==> src/rtl/dffc_clear_arbiter.sv <==
// dffc_clear_arbiter: round-robin sequencer that lends one shared
// asynchronous-clear register bank to N_REQ requesters, one at a time.
// For each granted requester it holds clr_out high for CLR_CYCLES cycles
// and then low for REC_CYCLES cycles. It then pulses done to that owner
// for one cycle.
// Optional feature macro: CLR_COUNT_EN adds the clr_count output, which is
// a wrapping count of the grants issued.
//
// Handshake: req[i] is a level. A requester raises it and keeps it high
// until it sees done[i]. gnt[i] is high from the grant edge through the
// recovery phase. done[i] is a single-cycle pulse that ends the sequence.
// The arbiter ignores all req while a sequence runs, so the owner may drop
// req at any time after the grant without shortening the clear. Other
// requesters are considered only after the arbiter returns to IDLE.
module dffc_clear_arbiter #(
  parameter int N_REQ      = 4,
  parameter int CLR_CYCLES = 2,
  parameter int REC_CYCLES = 1,
  parameter int CNT_W      = 8
) (
  input  logic             clk,
  input  logic             c,
  input  logic [N_REQ-1:0] req,
  output logic [N_REQ-1:0] gnt,
  output logic [N_REQ-1:0] done,
  output logic             clr_out,
  output logic             busy
`ifdef CLR_COUNT_EN
  ,
  output logic [CNT_W-1:0] clr_count
`endif
);

  localparam int PTR_W   = $clog2(N_REQ);
  localparam int TMR_MAX = (CLR_CYCLES > REC_CYCLES) ? CLR_CYCLES : REC_CYCLES;
  localparam int TMR_W   = $clog2(TMR_MAX + 1);

  localparam logic [TMR_W-1:0] CLR_LOAD = TMR_W'(CLR_CYCLES - 1);
  localparam logic [TMR_W-1:0] REC_LOAD = TMR_W'(REC_CYCLES - 1);
  localparam logic [PTR_W-1:0] PTR_LAST = PTR_W'(N_REQ - 1);

  localparam logic [2:0] S_RST_CLR = 3'd0;
  localparam logic [2:0] S_IDLE    = 3'd1;
  localparam logic [2:0] S_CLEAR   = 3'd2;
  localparam logic [2:0] S_RECOVER = 3'd3;
  localparam logic [2:0] S_DONE    = 3'd4;

  logic [2:0]       state_q, state_d;
  logic [N_REQ-1:0] gnt_q, gnt_d;
  logic [N_REQ-1:0] done_q, done_d;
  logic             clr_out_q, clr_out_d;
  logic             busy_q, busy_d;
  logic [TMR_W-1:0] timer_q, timer_d;
  logic [PTR_W-1:0] ptr_q, ptr_d;

  logic             pick_found;
  logic [PTR_W-1:0] pick_idx;
  logic [PTR_W-1:0] pick_cand;
  logic [N_REQ-1:0] pick_oh;
  logic [PTR_W-1:0] pick_next_ptr;

  // Round-robin search: first asserted req starting at ptr_q, wrapping.
  always_comb begin
    pick_found = 1'b0;
    pick_idx   = '0;
    pick_cand  = '0;
    for (int k = 0; k < N_REQ; k++) begin
      pick_cand = PTR_W'((int'(ptr_q) + k) % N_REQ);
      if (!pick_found && req[pick_cand]) begin
        pick_found = 1'b1;
        pick_idx   = pick_cand;
      end
    end
    pick_oh           = '0;
    pick_oh[pick_idx] = 1'b1;
    pick_next_ptr     = (pick_idx == PTR_LAST) ? '0 : pick_idx + 1'b1;
  end

  // Sequencer next-state: grant, clear, recover, done, back to idle.
  always_comb begin
    state_d   = state_q;
    gnt_d     = gnt_q;
    done_d    = done_q;
    clr_out_d = clr_out_q;
    busy_d    = busy_q;
    timer_d   = timer_q;
    ptr_d     = ptr_q;
    case (state_q)
      S_RST_CLR: begin
        // The reset clear is over. It still gets a recovery gap, but it has no owner.
        state_d   = S_RECOVER;
        clr_out_d = 1'b0;
        gnt_d     = '0;
        done_d    = '0;
        busy_d    = 1'b1;
        timer_d   = REC_LOAD;
      end
      S_IDLE: begin
        clr_out_d = 1'b0;
        done_d    = '0;
        busy_d    = 1'b0;
        if (pick_found) begin
          state_d   = S_CLEAR;
          gnt_d     = pick_oh;
          clr_out_d = 1'b1;
          busy_d    = 1'b1;
          timer_d   = CLR_LOAD;
          ptr_d     = pick_next_ptr;
        end
      end
      S_CLEAR: begin
        if (timer_q == '0) begin
          state_d   = S_RECOVER;
          clr_out_d = 1'b0;
          timer_d   = REC_LOAD;
        end else begin
          timer_d = timer_q - 1'b1;
        end
      end
      S_RECOVER: begin
        if (timer_q == '0) begin
          gnt_d = '0;
          if (gnt_q != '0) begin
            // Owned sequence: the owner receives its done pulse.
            state_d = S_DONE;
            done_d  = gnt_q;
          end else begin
            // Recovery after reset: return straight to IDLE without a done pulse.
            state_d = S_IDLE;
            busy_d  = 1'b0;
          end
        end else begin
          timer_d = timer_q - 1'b1;
        end
      end
      S_DONE: begin
        state_d = S_IDLE;
        done_d  = '0;
        busy_d  = 1'b0;
      end
      default: begin
        state_d   = S_IDLE;
        gnt_d     = '0;
        done_d    = '0;
        clr_out_d = 1'b0;
        busy_d    = 1'b0;
        timer_d   = '0;
      end
    endcase
  end

  // State registers. c forces the bank into clear and discards any sequence.
  always_ff @(posedge clk or posedge c) begin
    if (c) begin
      state_q   <= S_RST_CLR;
      gnt_q     <= '0;
      done_q    <= '0;
      clr_out_q <= 1'b1;
      busy_q    <= 1'b1;
      timer_q   <= '0;
      ptr_q     <= '0;
    end else begin
      state_q   <= state_d;
      gnt_q     <= gnt_d;
      done_q    <= done_d;
      clr_out_q <= clr_out_d;
      busy_q    <= busy_d;
      timer_q   <= timer_d;
      ptr_q     <= ptr_d;
    end
  end

  assign gnt     = gnt_q;
  assign done    = done_q;
  assign clr_out = clr_out_q;
  assign busy    = busy_q;

`ifdef CLR_COUNT_EN
  logic [CNT_W-1:0] clr_count_q, clr_count_d;

  // Count grants only. The clear forced by reset is not a grant.
  always_comb begin
    clr_count_d = clr_count_q;
    if (state_q == S_IDLE && pick_found) begin
      clr_count_d = clr_count_q + 1'b1;
    end
  end

  // Grant counter register, cleared by c.
  always_ff @(posedge clk or posedge c) begin
    if (c) begin
      clr_count_q <= '0;
    end else begin
      clr_count_q <= clr_count_d;
    end
  end

  assign clr_count = clr_count_q;
`else
  logic [CNT_W-1:0] unused_cnt_w;
  assign unused_cnt_w = '0;
`endif

endmodule

==> config.mk <==
export PLATFORM = sky130hd
export DESIGN_NAME = dffc_clear_arbiter
export DESIGN_NICKNAME = d
export VERILOG_FILES = /design/src/rtl/dffc_clear_arbiter.sv
export SDC_FILE = /design/constraint.sdc
export NUM_CORES = 1
export LEC_CHECK = 0
export ABC_CLOCK_PERIOD_IN_PS = 2700
export CAP_MARGIN = 20
export CORE_ASPECT_RATIO = 1.25
export CORE_MARGIN = 1.5
export CORE_UTILIZATION = 35
export CTS_BUF_LIST = sky130_fd_sc_hd__clkbuf_4 sky130_fd_sc_hd__clkbuf_8
export DETAILED_ROUTE_END_ITERATION = 8
export GPL_TIMING_DRIVEN = 0
export PLACE_DENSITY = 0.59
export SLEW_MARGIN = 25
export SYNTH_ARGS = -nofsm -noshare
export SYNTH_HDL_FRONTEND = slang
export SYNTH_SLANG_ARGS = --single-unit
==> constraint.sdc <==
create_clock -name clk -period 2.7 [get_ports clk]
set_input_delay 0.405 -clock clk [delete_from_list [all_inputs] [get_ports clk]]
set_output_delay 0.405 -clock clk [all_outputs]
set_load 0.02 [all_outputs]
# Word level (Yosys, flattened, before mapping)
# Index checks and enable logic that the tools add are counted.
word_totals:
  register_bits: 17
  output_inout_bits: 10
  elab_cells: 92
op_classes:
  add_sub_neg: 5
  magnitude_cmp: 6
  eq_ne: 11
  mux: 40
  n_bitwise: 4
  reduce_logical: 19
ops:
  columns: ["operator", "count"]
  rows:
  - ["$mux 2", 8]
  - ["$mux 4", 4]
  - ["$lt 2x3->1 const B", 5]
  - ["$reduce_and 3->1", 5]
  - ["$mux 1", 13]
  - ["$mux 3", 4]
  - ["$ne 2x2->1 const B", 6]
  - ["$pmux 3 s4", 1]
  - ["$pmux 4 s3", 1]
  - ["$bmux 1 s2", 4]
  - ["$pmux 2 s4", 1]
  - ["$pmux 4 s2", 1]
  - ["$eq 3x2->1 const B", 2]
  - ["$add 2x1->2 const B", 2]
  - ["$add 2x2->2 const B", 2]
  - ["$logic_and 1x1->1", 4]
  - ["$not 1->1", 4]
  - ["$pmux 1 s4", 1]
  - ["$reduce_and 2->1", 2]
  - ["$reduce_bool 4->1", 1]
  - ["$reduce_or 2->1", 2]
  - ["$eq 3x1->1 const B", 1]
  - ["$eq 3x3->1 const B", 1]
  - ["$logic_not 1->1", 3]
  - ["7 further kinds", 7]

# Depth between registers and ports, before layout
logic_depth:
  depth_word: 18
  depth_mapped: 7
  ltp_nobuf: 6

# Least setup slack after synthesis
# No wires, ideal clock.
synth_path:
  path_type: "flip-flop to flip-flop"
  startpoint: "register timer_q[0]"
  endpoint: "register timer_q[1]"
  setup_time_ps: 125
  t_arrival_ps: 1496
  required_time_ps: 2575
  path_slack_ps: 1079
  stages_incl_launch_ff: 7
  cell_sequence: "dfrtp_1 inv_1 ha_1 and2_1 clkbuf_1 a21boi_1 mux2_2"
synth_via:
  elab_chain_cells: 3
synth_lines:
  columns: ["element", "line_no", "rtl"]
  rows:
  - ["start: declaration", "53", "logic [TMR_W-1:0] timer_q, timer_d;"]
  - ["start signal: assignment", "168", "timer_q <= timer_d;"]
  - ["$sub 2x1->2 / $logic_not 2->1 (equally long branches)", null, null]
  - ["$mux 2, or another cell as far along", "121", "if (timer_q == '0) begin"]
  - ["$pmux 2 s4 / $reduce_and 3->1 (equally long branches)", null, null]
# Parallel ways exist; a longest one is shown, timed or not. The select of a mux whose other input is x is not followed.
# A chain may end at the register's enable or synchronous reset.

# Worst setup path after layout
layout_path:
  startpoint: "input req[0]"
  endpoint: "register gnt_q[0] (netlist: gnt[0])"
layout_via:
  elab_chain_cells: 18
layout_lines:
  columns: ["element", "line_no", "rtl"]
  rows:
  - ["start: declaration", "23", "input logic [N_REQ-1:0] req,"]
  - ["$bmux 1 s2", "69", "if (!pick_found && req[pick_cand]) begin"]
  - ["$mux 1 (not written as such)", "69", null]
  - ["$mux 1", "69", null]
  - ["$logic_not 1->1", "69", null]
  - ["$logic_and 1x1->1", "69", null]
  - ["$mux 1", "69", null]
  - ["$logic_not 1->1", "69", null]
  - ["$logic_and 1x1->1", "69", null]
  - ["(+2 left out)", null, null]
  - ["$logic_and 1x1->1", "69", null]
  - ["$mux 2", "69", null]
  - ["$lt 2x3->1 (not written as such) / $ge 2x1->1 (equally long branches)", "75", "pick_oh[pick_idx] = 1'b1;"]
  - ["$logic_and 1x1->1 (not written as such)", "75", null]
  - ["$mux 1 (not written as such)", "75", null]
  - ["$demux 1 s2", "75", null]
  - ["$mux 4", "102", "if (pick_found) begin"]
  - ["$pmux 4 s3", "88", "case (state_q)"]
  - ["end signal: assignment", "164", "gnt_q <= gnt_d;"]
  - ["end: declaration", "49", "logic [N_REQ-1:0] gnt_q, gnt_d;"]
# Parallel ways exist; a longest one is shown, timed or not. The select of a mux whose other input is x is not followed.

==> flow_summary_export.csv <==
group,metric,value,unit
synthesis,yosysMostFrequentCell,"dfrtp_1",
worst_setup_path,cp_top_family,"buffers and inverters",
global_routing,grt.busiest_layer,"met2",
synthesis,synth_area_per_cell,10.0,um2
synthesis,synthCells,99,
clocking,tritoncts,"built",
clocking,cts.path.max_buffers,2,
worst_setup_path,r2r_start,"timer_q[0]",
clocking,cts.clk_slew.worst_paths,0.10,ns
global_routing,grt_use_met1,18.3,%
synthesis,ys_seq_area_share,43.2,%
global_routing,gr-usage-met3,1.91,%
global_routing,grt-ovfl-total,0,
synthesis,synth.top_cell.area_share,37.9,%
synthesis,synth_common_cells,"15 x dfrtp_1, 10 x nor2_1, 9 x inv_1",
die,num_rows,21,
drt,ant_nets,0,
worst_setup_path,crit_fanout,6,
worst_hold_path,hp-class,"reg2reg",
synthesis,synth_area_leaders,"dfrtp_1 38%, ha_1 8.8%, dfstp_2 5.3%, a21oi_1 4.0%, nor2_1 3.8%",
drt,via_count,743,
worst_setup_path,crit_start,"req[0]",
die,die_w,50.6,um
global_routing,grt_pass1_vias,777,
worst_setup_path,cp.arrival,2.12,ns
timing,skew,0.00280,ns
drt,drt_iter0_markers,11,
synthesis,yosys.area_share.xor_xnor,0.884,%
synthesis,synthAdderAreaFrac,8.84,%
timing,rsz0062_at_grt,"false",
drt,wl,1970,um
timing,finalCritPeriodShare,72.0,%
worst_setup_path,cp-start-kind,"input port",
synthesis,synth_edf_count,0,
global_routing,grt_usage,14.0,%
pwr,powerDensity,1210,nW/um2
timing,fin_crit,1.94,ns
drt,drc,0,
die,die_h,62.5,um
worst_setup_path,reg2reg_to,"timer_q[1]",
drt,first_pass_iters,4,
die,die-area,3160,um2
drt,via_per_inst,4.89,
clocking,clock_latency,0.28,ns
worst_setup_path,worst_setup_path_end_kind,"register",
clocking,cts.htree.levels,1,
clocking,cts-hold-fix-buffers,0,
clocking,post-cts-setup-buffers,0,
pwr,p_leak,0.550,nW
timing,slew_viol_final,0,
worst_setup_path,rr_worst_depth,6,
global_routing,grt_start_max_net_pins,18,
synthesis,synthMuxAreaShare,4.67,%
clocking,clock_sinks,17,
job,drv_cap,0,
place,place_congestion,0.715,
finish,drive_gt1_share,15.3,%
worst_setup_path,crit_path_cell_trace,"clkdlybuf4s50_1, mux2i_1, nor2_1, nor3_1, inv_1, ha_1, a22o_2",
place,dp_hpwl,1460,um
finish,num_antenna_cells,0,
die,initial_utilization,37.0,%
synthesis,yosys.cell_types.count,34,
run_status,status,"finished, final reports clean",
synthesis,synthesis.nets,112,
timing,worst_pin_slew,0.675,ns
place,port-buffer-count,15,
worst_setup_path,max_stage_delay,0.49,ns
finish,stdcell_area,1210,um2
worst_setup_path,worstPathRequired,2.88,ns
synthesis,synth_area,991,um2
global_routing,antenna_found_initial,0,
worst_setup_path,reg2reg_slack,0.86,ns
timing,finalSetupTns,0,ns
synthesis,yosys_register_bits,17,
clocking,post_cts_resized,0,
timing,setup_viol,0,
worst_setup_path,critical_path_buf_inv_count,2,
drt,wire_per_inst,13.0,um
worst_setup_path,cp.depth,7,
finish,area_growth_syn_to_layout,22.5,%
worst_setup_path,crit_type,"in2reg",
place,placed_cell_area,1180,um2
clocking,cts-root-buf,"clkbuf_4",
finish,fin_nets,132,
synthesis,ys.flop_type,"dfrtp_1",
synthesis,synth_top_family_by_area,"compound AO/OA/AOI/OAI gates",
die,core,2680,um2
pwr,max-vdd-ir-drop,0.602,mV
global_routing,use_met2,23.2,%
timing,max_freq,0.515,GHz
timing,hold_viol,0,
clocking,numCtsBuffers,3,
worst_setup_path,cp-endpoint,"gnt[0]",
synthesis,synthArstFlopShare,100,%
synthesis,ys_warn_count,0,
synthesis,synth-simple-area-share,15.9,%
global_routing,grt_pass1_wl,3480,um
die,io_pins,16,
timing,maxSlewHeadroom,55.0,%
synthesis,synth_compound_area_share,18.9,%
synthesis,yosysTopAreaCell,"dfrtp_1",
worst_setup_path,crit_slowest_cell,"clkdlybuf4s50_1",
[worst reg2reg max path, cell delays in order (launching register included)]
cell and delay (ns):
dfrtp_1 0.41, inv_1 0.08, ha_1 0.25, and2_1 0.17
clkbuf_1 0.19, a21boi_1 0.28, mux2_2 0.36
[cell usage in the layout, fill, tap and decap left out, drive strengths merged, types with 2 or more instances in the layout]
master | netlist | final
dfrtp | 15 | 15
clkdlybuf4s50 | 0 | 15
nor2 | 10 | 10
inv | 9 | 9
a21oi | 8 | 8
ha | 7 | 7
clkbuf | 2 | 6
nand2 | 5 | 5
nand2b | 4 | 4
a22oi | 4 | 4
buf | 4 | 4
a22o | 4 | 4
o21ai | 4 | 4
nor4 | 2 | 2
o22a | 2 | 2
mux2i | 2 | 2
dfstp | 2 | 2
and2 | 2 | 2
nor3b | 2 | 2
mux2 | 2 | 2
[stage by stage]
stage          power [mW]  instances  hold slack, ns  utilization, %  setup slack [ns]
2_1_floorplan        1.07         99           0.330               -              1.08
3_3_place_gp         1.31        148           0.477            44.2             0.502
3_5_place_dp         1.34        148           0.480            44.2             0.444
4_1_cts              1.49        152           0.495            45.3             0.752
5_1_grt              1.60        152           0.509            45.3             0.629
6_report             1.47        152           0.487            45.3             0.756
[metal layers]
metal	vias up	share of wire, %
li1	383	-
met1	347	49
met2	11	47
met3	2	3.0
met4	0	1.0
met5	-	0
[power by group]
group          internal (mW)  switching (mW)
clock network         0.0673          0.0769
logic                  0.413           0.437
registers              0.384          0.0935
total                  0.864           0.608
[kinds of logic (layout without fill, tap and decap cells)]
kind of cell	count (synthesis)	count (layout)
fa+ha+maj	7	7
buf+inv	15	34
xor+xnor	1	1
flops	17	17
compound gates	27	27
mux	4	4
simple gates	28	28
[how the worst min path moves through the flow]
stage / start / end / slack (ns) / depth (start not counted)
finish: busy / busy / 0.49 / 2
floorplan: c / done[0] / 0.33 / 1
global route: busy / busy / 0.51 / 2
CTS: busy / busy / 0.50 / 2
detailed placement: busy / busy / 0.48 / 2
global placement: busy / busy / 0.48 / 2
[layout make-up]
cell class                      count  area [um2]
Buffer                              6        41.3
Clock buffer                        4        30.0
Fill cell                         267        1470
Inverter                            9        33.8
Multi-Input combinational cell     67         488
Sequential cell                    17         428
Tap cell                           34        42.5
Timing Repair Buffer               15         150
[flip-flops by register name, summed over array words and instances (netlist names)]
name,cells
state_q,3
clr_out,1
timer_q,2
busy,1
done,4
ptr_q,2
gnt,4
(Power assumes the default switching activity.)
